`src/rtl/mips_defs_pkg.sv`:
```
// Shared encodings for the multicycle MIPS-lite controller: opcodes, functs,
// FSM states and the datapath select codes.
package mips_defs;

    localparam logic [5:0] OP_RTYPE = 6'b000000;
    localparam logic [5:0] OP_ORI   = 6'b001101;
    localparam logic [5:0] OP_LUI   = 6'b001111;
    localparam logic [5:0] OP_LW    = 6'b100011;
    localparam logic [5:0] OP_SW    = 6'b101011;
    localparam logic [5:0] OP_BEQ   = 6'b000100;
    localparam logic [5:0] OP_J     = 6'b000010;
    localparam logic [5:0] OP_JAL   = 6'b000011;

    localparam logic [5:0] FN_ADDU  = 6'b100001;
    localparam logic [5:0] FN_SUBU  = 6'b100011;
    localparam logic [5:0] FN_JR    = 6'b001000;

    typedef enum logic [3:0] {
        FETCH  = 4'd0,
        DCD    = 4'd1,
        EXE    = 4'd2,
        WB_ALU = 4'd3,
        MA     = 4'd4,
        MEM_RD = 4'd5,
        MEM_WR = 4'd6,
        WB_MEM = 4'd7,
        BR     = 4'd8
    } state_t;

    localparam logic [1:0] REG_DST_RT = 2'd0;
    localparam logic [1:0] REG_DST_RD = 2'd1;
    localparam logic [1:0] REG_DST_RA = 2'd2;

    localparam logic [1:0] WD_ALU  = 2'd0;
    localparam logic [1:0] WD_DM   = 2'd1;
    localparam logic [1:0] WD_LINK = 2'd2;

    localparam logic [1:0] ALU_ADD = 2'd0;
    localparam logic [1:0] ALU_SUB = 2'd1;
    localparam logic [1:0] ALU_OR  = 2'd2;

    localparam logic [1:0] EXT_ZERO = 2'd0;
    localparam logic [1:0] EXT_SIGN = 2'd1;
    localparam logic [1:0] EXT_LUI  = 2'd2;

    localparam logic [1:0] NPC_SEQ = 2'd0;
    localparam logic [1:0] NPC_BR  = 2'd1;
    localparam logic [1:0] NPC_JMP = 2'd2;
    localparam logic [1:0] NPC_REG = 2'd3;

    // One-hot instruction class produced by mc_decode.
    typedef struct packed {
        logic rtype_alu;
        logic ori;
        logic lui;
        logic lw;
        logic sw;
        logic beq;
        logic j;
        logic jal;
        logic jr;
        logic illegal;
    } iclass_t;

endpackage

```
`src/rtl/mc_ctrl_decode.sv`:
```
// Combinational instruction classifier: one-hot class plus the register-file
// destination index that the class writes (rd, rt or 31).
module mc_decode
    import mips_defs::*;
(
    input  logic [31:0] instr,
    output iclass_t     iclass,
    output logic [4:0]  dst
);

    logic [5:0] op;
    logic [5:0] fn;
    logic       unused_fields;

    assign op = instr[31:26];
    assign fn = instr[5:0];
    // rs and shamt never influence control.
    assign unused_fields = ^{instr[25:21], instr[10:6]};

    always_comb begin
        iclass = '0;
        case (op)
            OP_RTYPE: begin
                case (fn)
                    FN_ADDU, FN_SUBU: iclass.rtype_alu = 1'b1;
                    FN_JR:            iclass.jr        = 1'b1;
                    default:          iclass.illegal   = 1'b1;
                endcase
            end
            OP_ORI:  iclass.ori     = 1'b1;
            OP_LUI:  iclass.lui     = 1'b1;
            OP_LW:   iclass.lw      = 1'b1;
            OP_SW:   iclass.sw      = 1'b1;
            OP_BEQ:  iclass.beq     = 1'b1;
            OP_J:    iclass.j       = 1'b1;
            OP_JAL:  iclass.jal     = 1'b1;
            default: iclass.illegal = 1'b1;
        endcase
    end

    always_comb begin
        dst = instr[20:16];
        if (iclass.jal)
            dst = 5'd31;
        else if (iclass.rtype_alu)
            dst = instr[15:11];
    end

endmodule

```
`src/rtl/mc_ctrl.sv`:
```
// Multicycle control FSM for the MIPS-lite datapath; owns every write enable
// and mux select, sequencing each instruction over 2-5 cycles.
module mc_ctrl
    import mips_defs::*;
#(
    parameter int RST_PC_HOLD = 0
) (
    input  logic        clk,
    input  logic        rst,
    input  logic [31:0] instr,
    input  logic        zero,
    output logic        pc_we,
    output logic        ir_we,
    output logic        gpr_we,
    output logic        dm_we,
    output logic [1:0]  reg_dst,
    output logic [1:0]  wd_sel,
    output logic        alu_src,
    output logic [1:0]  alu_op,
    output logic [1:0]  ext_op,
    output logic [1:0]  npc_sel,
    output logic        instr_done,
    output logic [3:0]  state
);

    state_t     state_q;
    state_t     state_nxt;
    logic       hold_q;
    iclass_t    ic;
    logic [4:0] dst;
    logic       gpr_we_raw;
    logic       is_subu;

    mc_decode u_decode (
        .instr  (instr),
        .iclass (ic),
        .dst    (dst)
    );

    assign is_subu = (instr[5:0] == FN_SUBU);

    always_ff @(posedge clk) begin
        if (rst) begin
            state_q <= FETCH;
            hold_q  <= (RST_PC_HOLD != 0);
        end else begin
            state_q <= state_nxt;
            hold_q  <= 1'b0;
        end
    end

    assign state = rst ? FETCH : state_q;

    always_comb begin
        state_nxt  = FETCH;
        pc_we      = 1'b0;
        ir_we      = 1'b0;
        gpr_we_raw = 1'b0;
        dm_we      = 1'b0;
        reg_dst    = REG_DST_RT;
        wd_sel     = WD_ALU;
        alu_src    = 1'b0;
        alu_op     = ALU_ADD;
        ext_op     = EXT_ZERO;
        npc_sel    = NPC_SEQ;
        instr_done = 1'b0;
        if (!rst) begin
            case (state_q)
                FETCH: begin
                    // Post-reset settle cycle: no fetch, stay put once.
                    if (hold_q) begin
                        state_nxt = FETCH;
                    end else begin
                        ir_we     = 1'b1;
                        pc_we     = 1'b1;
                        state_nxt = DCD;
                    end
                end
                DCD: begin
                    if (ic.rtype_alu || ic.ori || ic.lui) begin
                        state_nxt = EXE;
                    end else if (ic.lw || ic.sw) begin
                        state_nxt = MA;
                    end else if (ic.beq) begin
                        state_nxt = BR;
                    end else if (ic.j) begin
                        pc_we      = 1'b1;
                        npc_sel    = NPC_JMP;
                        instr_done = 1'b1;
                    end else if (ic.jal) begin
                        pc_we      = 1'b1;
                        npc_sel    = NPC_JMP;
                        gpr_we_raw = 1'b1;
                        reg_dst    = REG_DST_RA;
                        wd_sel     = WD_LINK;
                        instr_done = 1'b1;
                    end else if (ic.jr) begin
                        pc_we      = 1'b1;
                        npc_sel    = NPC_REG;
                        instr_done = 1'b1;
                    end else begin
                        instr_done = 1'b1;
                    end
                end
                EXE, WB_ALU: begin
                    if (ic.rtype_alu) begin
                        alu_op = is_subu ? ALU_SUB : ALU_ADD;
                    end else if (ic.ori) begin
                        alu_src = 1'b1;
                        ext_op  = EXT_ZERO;
                        alu_op  = ALU_OR;
                    end else if (ic.lui) begin
                        alu_src = 1'b1;
                        ext_op  = EXT_LUI;
                        alu_op  = ALU_OR;
                    end
                    if (state_q == EXE) begin
                        state_nxt = WB_ALU;
                    end else begin
                        gpr_we_raw = 1'b1;
                        wd_sel     = WD_ALU;
                        reg_dst    = ic.rtype_alu ? REG_DST_RD : REG_DST_RT;
                        instr_done = 1'b1;
                    end
                end
                MA, MEM_RD, MEM_WR: begin
                    alu_src = 1'b1;
                    ext_op  = EXT_SIGN;
                    alu_op  = ALU_ADD;
                    if (state_q == MA) begin
                        state_nxt = ic.lw ? MEM_RD : MEM_WR;
                    end else if (state_q == MEM_RD) begin
                        state_nxt = WB_MEM;
                    end else begin
                        dm_we      = 1'b1;
                        instr_done = 1'b1;
                    end
                end
                WB_MEM: begin
                    gpr_we_raw = 1'b1;
                    wd_sel     = WD_DM;
                    reg_dst    = REG_DST_RT;
                    instr_done = 1'b1;
                end
                BR: begin
                    alu_src    = 1'b0;
                    alu_op     = ALU_SUB;
                    ext_op     = EXT_SIGN;
                    npc_sel    = NPC_BR;
                    pc_we      = zero;
                    instr_done = 1'b1;
                end
                default: state_nxt = FETCH;
            endcase
        end
    end

    // $0 is hardwired: never write index 0 whatever the instruction says.
    assign gpr_we = gpr_we_raw && (dst != 5'd0);

endmodule

```
`config.mk`:
```
export PLATFORM = sky130hd
export DESIGN_NAME = mc_ctrl
export DESIGN_NICKNAME = d
export VERILOG_FILES = /design/src/rtl/mips_defs_pkg.sv /design/src/rtl/mc_ctrl_decode.sv /design/src/rtl/mc_ctrl.sv
export SDC_FILE = /design/constraint.sdc
export NUM_CORES = 1
export LEC_CHECK = 0
export BUFFER_PORTS_ARGS = -buffer_cell sky130_fd_sc_hd__buf_4
export CORE_ASPECT_RATIO = 1.1
export CORE_MARGIN = 2
export CORE_UTILIZATION = 40
export DETAILED_ROUTE_END_ITERATION = 8
export GPL_ROUTABILITY_DRIVEN = 1
export GPL_TIMING_DRIVEN = 0
export PLACE_DENSITY = 0.84
export SYNTH_ARGS = -nofsm -noshare
export SYNTH_HDL_FRONTEND = slang
export SYNTH_SLANG_ARGS = --single-unit
```
`constraint.sdc`:
```
create_clock -name clk -period 4.04 [get_ports clk]
set_clock_uncertainty 0.1 [all_clocks]
set_input_delay 0.202 -clock clk [delete_from_list [all_inputs] [get_ports clk]]
set_output_delay 0.202 -clock clk [all_outputs]
set_load 0.005 [all_outputs]
```
# Word level (Yosys, flattened, before mapping)
# Cells that the tools add are included.
# op_classes
eq_ne,18
mux,83
n_reduce_logical,12
# op_table
operator,count
2-to-1 mux 2 bit,23
2-to-1 mux 1 bit,42
"equality test 6 bit, second input constant",4
case mux 2 bit (2 select lines),5
"equality test 6 x 4 -> 1 bit, second input constant",3
"equality test 4 x 3 -> 1 bit, second input constant",4
2-to-1 mux 4 bit,4
case mux 4 bit (4 select lines),1
"equality test 6 x 2 -> 1 bit, second input constant",2
2-to-1 mux 5 bit,2
"equality test 4 x 2 -> 1 bit, second input constant",2
"equality test 6 x 3 -> 1 bit, second input constant",1
logical NOT 6 bit,1
2-to-1 mux 3 bit,2
case mux 1 bit (3 select lines),2
OR reduction 2 bit,3
nonzero test 5 bit,1
"equality test 4 x 1 -> 1 bit, second input constant",1
"equality test 4 bit, second input constant",1
logical NOT 4 bit,1
case mux 1 bit (4 select lines),1
OR reduction 4 bit,1
logical OR 1 bit,3
OR reduction 3 bit,1
2 further kinds,2
# word_totals
register_bits,4
input_bits,35
out_inout_bits,20
wordCells,114

# Depth between registers and ports, before layout
# depth
depth_word,11
ltp_mapped,5
ltp_nobuf,4

# By module
# From an unflattened synthesis, not the netlist that was laid out.
# hier_totals
cells_unflattened,122
hier_area_um2,805.8
# modules_own_cells
module,instances,cells_each,area_per_inst_um2,seq_area_each_um2
mc_ctrl,1,75,531.8,80.1
mc_decode,1,47,274.0,0.0

# Worst setup path after synthesis
# Ideal clock, no wire load.
# synth_timing
path_kind,reg2out
startpoint,reg state_q[1]
endpoint,out pc_we
arrival_ns,1.730
required_ns,3.738
path_slack_ns,2.008
path_stages_with_launch,5
n_path_buf,0
cell_sequence,dfxtp_1 or4b_4 a31oi_4 or4b_4 o21ai_1
# synth_between
elab_chain_len,3
word_cells_on_any_way,5
cone_classes,2 x eq/ne; 2 x mux; 1 x reduce/logical
# synth_lines
item,line,source
start: declaration,mc_ctrl.sv:26,state_t state_q;
start signal: assignment,mc_ctrl.sv:47,state_q <= state_nxt;
equality test 4 bit (tied with other cells),mc_ctrl.sv:68,case (state_q)
case mux 1 bit (3 select lines) *,mc_ctrl.sv:68,
2-to-1 mux 1 bit *,mc_ctrl.sv:67,if (!rst) begin
end: declaration,mc_ctrl.sv:12,"output logic pc_we,"
# Mark *: on every way between the ends. The rest lies on a longest branch, timed or not.

# Worst setup path after layout
# layout_timing
startpoint,reg state_q[0]
endpoint,out npc_sel[0]
# layout_between
elab_chain_len,3
word_cells_on_any_way,4
cone_classes,2 x eq/ne; 2 x mux
# layout_lines
item,line,source
equality test 4 bit / equality test 4 x 1 -> 1 bit (equally long branches),mc_ctrl.sv:68,
case mux 2 bit (2 select lines) *,mc_ctrl.sv:68,
2-to-1 mux 2 bit *,mc_ctrl.sv:67,
end: declaration,mc_ctrl.sv:21,"output logic [1:0] npc_sel,"
# Marks and branches as above.

==> flow_metrics.tcl <==
set metrics [dict create \
    outcome "finished clean" \
    largest_reg_flops 4 \
    synth_cell_types 34 \
    cts_sinks 4 \
    globalRouteTotalUtil_pct 23.2 \
    gp_congestion 0.884 \
    postCtsResizedCells 0 \
    max_freq_ghz 0.394 \
    place_hpwl_um 1750 \
    hold_path_class "input pin to register" \
    fin_util_pct 70.4 \
    max_slew_margin_pct 67.5 \
    antenna_cells 0 \
    synth_common_cells "nor2_1 (14), nor4_1 (10), nand2_1 (5), o21ai_0 (5)" \
    cts_buffers 3 \
    num_vias 919 \
    registers.top_by_ff_count "state_q" \
    worst_pin_slew_ps 486 \
    clock_latency_ps 240 \
    synthAdderAreaFrac_pct 0 \
    powerDensity_mw_per_mm2 151 \
    grt_pass1_vias 814 \
    required_ps 3740 \
    clk_pin_slew_ps 30 \
    yosys.cell_count.top_type "nor2_1" \
    tns_ps 0 \
    ant_nets 0 \
    combPwrFrac_pct 37.6 \
    rsz0062_at_grt "false" \
    worst_setup_path_end_kind "output pin" \
    rr_worst_depth 4 \
    grt_pass1_wl_um 3440 \
    syn_nets 130 \
    coreArea_mm2 0.00142 \
    via_per_inst 5.82 \
    syn_avg_cell_area_um2 6.59 \
    place_area_um2 976 \
    cap_viol_max_count 0 \
    synthMuxAreaShare_pct 0 \
    fin_crit_ps 2540 \
    finalMaxSlewViolations 0 \
    fin_crit_sh_pct 62.8 \
    antenna_found_initial 0 \
    r2r_slack_ps 2460 \
    dr.pass1.iters 4 \
    worst_r2r_startpoint "state_q[0]" \
    reg_top3 "state_q (4)" \
    p_seq_share_pct 28.4 \
    rr_endpoint "state_q[2]" \
    critical_path.startpoint_type "register" \
    async_flop_share_pct 0 \
    synth_ff_type "dfxtp_1" \
    synthSimpleGateAreaFrac_pct 56.6 \
    cp.arrival_ps 2230 \
    multiInputGateArea_um2 519 \
    synth_xor_area_share_pct 0 \
    ys_seq_area_share_pct 12.8 \
    routedWlPerCell_um 13.8 \
    worstSetupPathType "register to output pin" \
    register_area_um2 80.1 \
    leakage_uw 0.000406 \
    syn2layout_area_growth_pct 59.6 \
    route.detailed.drc 0 \
    dpl.cell_count 155 \
    dieWidth_um 41.7 \
    hold_start "rst" \
    fp.dieArea_mm2 0.00190 \
    routed_wl_um 2190 \
    peakVddDrop_uv 176 \
    start_util_pct 44.1 \
    numPortBuffers 44 \
    h-tree-depth 1 \
    drive_gt1_share_pct 37.3 \
    synth_compound_area_share_pct 26.4 \
    pin_count 55 \
    synth_top_area_share_pct 12.8 \
    top_layer_used "met4" \
    min_path_cells 3 \
    wl_met1_um 953 \
    clkPwrFrac_pct 34.0 \
    swShare_pct 30.6 \
    synth_edf_count 0 \
    crit_fanout 7 \
    setup_viol 0 \
    syn_inst 95 \
    final_area_um2 998 \
    cts_tree "done" \
    fin_nets 179 \
    p_int_uw 105 \
    yosysTopAreaCell "dfxtp_1" \
    post-cts-setup-buffers 0 \
    grt_max_degree 11 \
    p_total_uw 151 \
    hold_viol_final 0 \
    dr_wl_met2_um 1080 \
    fill_cells 137 \
    synth_top_family_by_area "simple AND/OR/NAND/NOR gates" \
    syn-cell-area_um2 626 \
    clock-root-buffer "clkbuf_4" \
    clock_path_buffers 2 \
    synth_seq_cells 4 \
    holdPathEnd "state_q[0]" \
    die_h_um 45.5 \
    ctsHoldBuffers 0 \
    yosys-top-cells-area "dfxtp_1 (13%), nor4_1 (10%), nor2_1 (8.4%)" \
    wl_met3_um 125 \
    instances_no_fill 158 \
    fp-row-count 14 \
    yosys_warnings 0 \
    drt-initial-drc-count 27 \
    grt_overflow 0 \
    p_switching_uw 46.1 \
]
## how the worst max path moves through the flow
stage                from         end  slack (ps)  cells past startpoint
3_3_place_gp   state_q[0]       pc_we        1820                      5
3_5_place_dp   state_q[0]  npc_sel[0]        1770                      5
4_1_cts        state_q[0]  npc_sel[0]        1520                      5
6_report       state_q[0]  npc_sel[0]        1500                      5
2_1_floorplan  state_q[1]       pc_we        2010                      4
5_1_grt        state_q[0]       pc_we        1430                      5
## stage by stage
| stage | hold WS [ps] | setup WS (ps) |
|---|---|---|
| floorplan | 297 | 2010 |
| global placement | 473 | 1820 |
| detailed placement | 474 | 1770 |
| CTS | 222 | 1520 |
| global route | 253 | 1430 |
| finish | 235 | 1500 |
## worst max-delay path: stages, from the launching register on
cell and delay, ps:
dfxtp_1 440, or4b_4 530, a31oi_4 230, or4b_4 530
o21ai_1 140, buf_4 130
## power by group through the flow
stage / Sequential, uW / Clock (uW) / Combinational (uW)
finish: 42.7 / 51.2 / 56.7
floorplan: 42.6 / 0 / 23.4
global route: 42.8 / 54.3 / 61.5
global placement: 43.1 / 0 / 54.4
detailed placement: 43.3 / 0 / 56.1
CTS: 42.6 / 53.0 / 56.2
## layer usage
layer	GRT usage [%]	vias up
met3	2.38	3
met2	42.8	33
met1	27.4	414
met5	0	-
li1	-	469
met4	10.3	0
## placed cells by master, fill, tap and decap left out, drive strengths merged, types with 2 or more instances in the layout
cell    netlist  layout
a21oi         4       4
a31oi         4       4
and2          2       2
and4b         2       2
buf           0      44
clkbuf        4       7
dfxtp         4       4
inv           3       3
nand2         5       5
nand3         3       3
nor2         14      14
nor2b         4       4
nor3          3       3
nor3b         2       2
nor4         10      10
o21ai         8       8
or2           3       3
or3           2       2
or4           3       3
or4b          2       2
## kinds of logic after synthesis
logic type / Yosys count
buffers and inverters: 7
AND/OR/NAND/NOR: 60
flip-flops: 4
AO/OA/AOI/OAI: 24
## cell type report
cell class	count	share of cell area, %
multi-input cells	84	52.0
repair buffers	44	33.1
flip-flops and latches	4	8.02
clock buffers	3	2.26
well taps	16	2.01
plain buffers	4	1.50
inverters	3	1.13
Note: power is estimated with default switching activity, not from simulation.
